<file path="config.mk">
export PLATFORM = sky130hd
export DESIGN_NAME = mem_port_arbiter
export DESIGN_NICKNAME = d
export VERILOG_FILES = /design/src/rtl/mem_port_arbiter.sv
export SDC_FILE = /design/constraint.sdc
export NUM_CORES = 1
export LEC_CHECK = 0
export BUFFER_PORTS_ARGS = -buffer_cell sky130_fd_sc_hd__buf_4
export CORE_MARGIN = 1
export CORE_UTILIZATION = 50
export CTS_CLUSTER_SIZE = 12
export DETAILED_ROUTE_END_ITERATION = 16
export PLACE_DENSITY = 0.84
export REMOVE_ABC_BUFFERS = 1
export SETUP_SLACK_MARGIN = 0.2
export SLEW_MARGIN = 20
export SYNTH_ARGS = -nofsm -noshare
export SYNTH_HDL_FRONTEND = slang
export SYNTH_SLANG_ARGS = --single-unit
</file>
<file path="constraint.sdc">
create_clock -name clk_i -period 1.7 [get_ports clk_i]
set_input_delay 0.085 -clock clk_i [delete_from_list [all_inputs] [get_ports clk_i]]
set_output_delay 0.085 -clock clk_i [all_outputs]
set_load 0.05 [all_outputs]
</file>
<file path="src/rtl/mem_port_arbiter.sv">
// Round-robin arbiter for the shared data-memory port: registered one-hot grant,
// hold-counter bounded tenure with owner lock, per-requester mask and global enable.
module mem_port_arbiter #(
  parameter int NUM_REQ  = 4,
  parameter int ID_W     = 2,
  parameter int MAX_HOLD = 8
) (
  input  logic               clk_i,
  input  logic               rst_ni,
  input  logic               enable_i,
  input  logic [NUM_REQ-1:0] req_i,
  input  logic [NUM_REQ-1:0] lock_i,
  input  logic [NUM_REQ-1:0] mask_i,
  output logic [NUM_REQ-1:0] grant_o,
  output logic [ID_W-1:0]    grant_id_o,
  output logic               busy_o,
  output logic               timeout_o
);

  localparam int HOLD_W = 4;

  typedef enum logic {
    S_IDLE  = 1'b0,
    S_GRANT = 1'b1
  } state_e;

  state_e              state_q, state_d;
  logic [NUM_REQ-1:0]  grant_q, grant_d;
  logic [ID_W-1:0]     id_q, id_d;
  logic [ID_W-1:0]     ptr_q, ptr_d;
  logic [HOLD_W-1:0]   hold_q, hold_d;
  logic                timeout_q, timeout_d;

  logic [NUM_REQ-1:0]  elig;
  logic [NUM_REQ-1:0]  others;
  logic                win_vld;
  logic [ID_W-1:0]     win_id;
  logic [ID_W-1:0]     scan_idx;
  logic [ID_W-1:0]     win_next;
  logic                owner_gone;
  logic                owner_expired;

  function automatic logic [HOLD_W-1:0] hold_sat_inc(input logic [HOLD_W-1:0] v);
    if (v >= HOLD_W'(MAX_HOLD)) begin
      return HOLD_W'(MAX_HOLD);
    end
    return v + HOLD_W'(1);
  endfunction

  assign elig   = req_i & ~mask_i;
  // While granted, grant_q is exactly onehot(owner), so this is "someone else is waiting".
  assign others = elig & ~grant_q;

  always_comb begin
    win_vld  = 1'b0;
    win_id   = '0;
    scan_idx = '0;
    for (int i = 0; i < NUM_REQ; i++) begin
      scan_idx = ID_W'((int'(ptr_q) + i) % NUM_REQ);
      if (!win_vld && elig[scan_idx]) begin
        win_vld = 1'b1;
        win_id  = scan_idx;
      end
    end
  end

  assign win_next      = (win_id == ID_W'(NUM_REQ - 1)) ? '0 : win_id + ID_W'(1);
  assign owner_gone    = !req_i[id_q] || mask_i[id_q];
  assign owner_expired = (hold_q == HOLD_W'(MAX_HOLD)) && !lock_i[id_q] && (|others);

  always_comb begin
    state_d   = state_q;
    grant_d   = grant_q;
    id_d      = id_q;
    ptr_d     = ptr_q;
    hold_d    = hold_q;
    timeout_d = 1'b0;
    case (state_q)
      S_IDLE: begin
        grant_d = '0;
        id_d    = '0;
        hold_d  = '0;
        if (enable_i && win_vld) begin
          state_d = S_GRANT;
          grant_d = NUM_REQ'(1) << win_id;
          id_d    = win_id;
          hold_d  = HOLD_W'(1);
          ptr_d   = win_next;
        end
      end
      S_GRANT: begin
        // Release outranks pre-emption; both go through one dead IDLE cycle.
        if (owner_gone) begin
          state_d = S_IDLE;
          grant_d = '0;
          id_d    = '0;
          hold_d  = '0;
        end else if (owner_expired) begin
          state_d   = S_IDLE;
          grant_d   = '0;
          id_d      = '0;
          hold_d    = '0;
          timeout_d = 1'b1;
        end else begin
          hold_d = hold_sat_inc(hold_q);
        end
      end
      default: begin
        state_d = S_IDLE;
        grant_d = '0;
        id_d    = '0;
        hold_d  = '0;
      end
    endcase
  end

  always_ff @(posedge clk_i) begin
    if (!rst_ni) begin
      state_q   <= S_IDLE;
      grant_q   <= '0;
      id_q      <= '0;
      ptr_q     <= '0;
      hold_q    <= '0;
      timeout_q <= 1'b0;
    end else begin
      state_q   <= state_d;
      grant_q   <= grant_d;
      id_q      <= id_d;
      ptr_q     <= ptr_d;
      hold_q    <= hold_d;
      timeout_q <= timeout_d;
    end
  end

  assign grant_o    = grant_q;
  assign grant_id_o = id_q;
  assign busy_o     = (state_q == S_GRANT);
  assign timeout_o  = timeout_q;

`ifndef SYNTHESIS
  a_grant_onehot0: assert property (@(posedge clk_i) $onehot0(grant_q));
  a_id_matches:    assert property (@(posedge clk_i) (grant_q == '0) || grant_q[id_q]);
  a_busy_matches:  assert property (@(posedge clk_i) busy_o == (|grant_q));
`endif

endmodule

</file>
==> results.yml <==
sta:
  setup_slack_ps: 208.2
  hold_viol_final: 0
  finalSetupViolCount: 0
  holdWs_ps: 101.8
  tightest_slew_ps: 358.5
  post-route-min-period_ps: 1492
  rsz0062_at_grt: "true"
  finalMaxSlewViolations: 0
  max_freq_mhz: 670.3
  period_share_pct: 87.75
  finClkSkew_ps: 11.05
  max-slew-margin-rel_pct: 75.79
  setup-tns-final_ps: 0
clock_network:
  htree_levels: 1
  postCtsHoldBufs: 0
  clkSinkCount: 14
  cts_root_buf: "clkbuf_4"
  cts.clk_slew.worst_paths_ps: 80
  clockBufferDepth: 2
  cts_buffers: 3
  clock_latency_ps: 300
  tritoncts: "yes"
placed_design:
  placedCellCount: 124
  io_buffer_count: 22
  gp_congestion: 0.8402
  placed_area_sq_um: 1065
  dp_slack_ps: 101.3
  place_hpwl_um: 1450
power:
  p_per_area_nw_per_um2: 679.4
  p_int_mw: 0.5627
  peakVddDrop_uv: 525.6
  comb_power_share_pct: 23.7
  p_sw_mw: 0.2312
  power_leakage_nw: 0.5096
  p_sw_share_pct: 29.12
  p_total_mw: 0.7939
  pwr-share-seq_pct: 45.2
  p_clk_share_pct: 31.1
grt:
  grt_usage_pct: 24.61
  antenna_found_initial: 0
  grt_use_met1_pct: 30.41
  grt_pass1_vias: 719
  grt_max_degree: 10
  top_usage_layer: "met2"
  grt_pass1_wl_um: 3284
  overflow: 0
  met2_usage_pct: 38.81
  gr-usage-met3_pct: 7.917
yosys:
  yosysTopAreaCell: "dfxtp_1"
  synth_edf_count: 0
  yosys-top-cells-area: "dfxtp_1, ha_1, o31ai_2"
  synth_top_area_share_pct: 32.14
  synthFlopType: "dfxtp_1"
  yosysUniqueCellTypes: 31
  synth-async-reset-ratio_pct: 0
  synth_area_sq_um: 872.1
  netlist_instances: 84
  ys_warn_count: 0
  seq_area_frac_synth_pct: 32.14
  syn_avg_cell_area_sq_um: 10.38
  synthTopCellsByCount: "dfxtp_1, inv_1, ha_1, nand2_1"
  ys_ff_latch: 14
  synth.most_common_cell: "dfxtp_1"
worst_setup_path:
  cp-start-kind: "register"
  path_cells: "inv_4, mux4_2, nand3b_4, o32ai_2"
  max_stage_delay_ps: 510
  cp_data_arrival_time_ps: 1690
  slowest_stage: "mux4_2"
  critPathRequiredTime_ps: 1900
  worstSetupPathType: "reg -> reg"
  path_max_fanout: 6
  endpoint_kind: "register"
finish:
  utilization_pct: 74.96
  fin_nets: 138
  layout-area-overhead-vs-synth_pct: 34.00
  drive_above_1_share_pct: 45.69
  num-fill-cells: 108
  final_area_sq_um: 1169
  num_antenna_cells: 0
  layoutNonFillerInstCount: 132
die:
  io_pins: 23
  die-width_um: 43.77
  core_area_sq_um: 1559
  die_area_sq_um: 1915
  dieHeight_um: 43.77
  row_count: 14
  start_util_pct: 55.94
route:
  drt_iter0_drc: 22
  postRouteAntennaNets: 0
  dr.pass1.iters: 10
  routed_wl_um: 2092
  wl_per_cell_um: 15.85
  via_count: 768
  remaining_drc_errors: 1
  viasPerCell: 5.818
flow_run:
  cap_violations: 0
outcome:
  violations: "DRC"
  status: "complete, but fails checks"
worst_hold_path:
  min-delay-path-class: "in -> reg"
==> logic make-up after synthesis <==
family	count (synthesis)	share of synthesized area (%)
AOI/OAI and AO/OA	22	24.54
xor gates and xnor gates	1	1.004
adders and majority gates	6	8.608
buffers and inverters	11	6.456
DFF	14	32.14
muxes	4	7.460
and+or+nand+nor	26	19.80
==> flip-flops by register name, indices dropped and copies added (netlist names) <==
name        flops
busy_o          1
grant_id_o      2
ptr_q           2
grant_o         4
timeout_o       1
hold_q          4
==> final cells by class <==
cell class	instances	area, sq um	area share, %
multi-input cells	60	569.3	48.72
repair buffers	29	221.5	18.95
flip-flops and latches	14	285.3	24.41
clock buffers	4	36.28	3.105
well taps	16	20.02	1.713
inverters	9	36.28	3.105
==> repair_timing <==
item                                    CTS  global route
gates resized for setup                   5             7
endpoints found under the setup margin   11             9
gates cloned                              1             0
buffers inserted                          1             2
pin swaps                                 1             4
==> layer usage <==
metal  share of wire, %  wire, um  vias up
met4                3.4        72        0
met5                  0         0        -
met3                5.0       105        9
li1                   -         -      375
met1                 42       880      361
met2                 49      1034       23
==> critical path, delay by kind of cell (launching register included) <==
| family | cells | cell delay [ps] |
|---|---|---|
| mux | 1 | 510 |
| flops | 1 | 370 |
| simple gates | 1 | 250 |
| compound gates | 1 | 220 |
| buf+inv | 1 | 60 |
==> path summary, 6_finish.rpt <==
kind              slack, ps          start  cells after the start       endpoint
setup reg to reg        210  grant_id_o[0]                      4  grant_id_o[0]
setup / recovery        210  grant_id_o[0]                      4  grant_id_o[0]
hold / removal          100         rst_ni                      2       ptr_q[1]
hold reg to reg         510     grant_o[2]                      2     grant_o[2]
==> layout by cell type (no fill, tap or decap), drive strengths merged, types with 2 or more instances in the layout <==
| master | n |
|---|---|
| a41oi | 2 |
| buf | 29 |
| clkbuf | 4 |
| dfxtp | 14 |
| ha | 6 |
| inv | 9 |
| mux2i | 2 |
| mux4 | 2 |
| nand2 | 6 |
| nand2b | 6 |
| nand3b | 4 |
| nor2 | 2 |
| nor2b | 5 |
| nor3 | 2 |
| o21ai | 3 |
| o221a | 2 |
| o31ai | 5 |
==> power groups by stage <==
stage | logic, mW | registers, mW | clock network, mW
floorplan | 0.0852 | 0.383 | 0
global placement | 0.166 | 0.363 | 0
detailed placement | 0.170 | 0.364 | 0
CTS | 0.179 | 0.359 | 0.254
global route | 0.202 | 0.361 | 0.263
finish | 0.188 | 0.359 | 0.247
No activity file was read; power rests on OpenSTA's default activity.
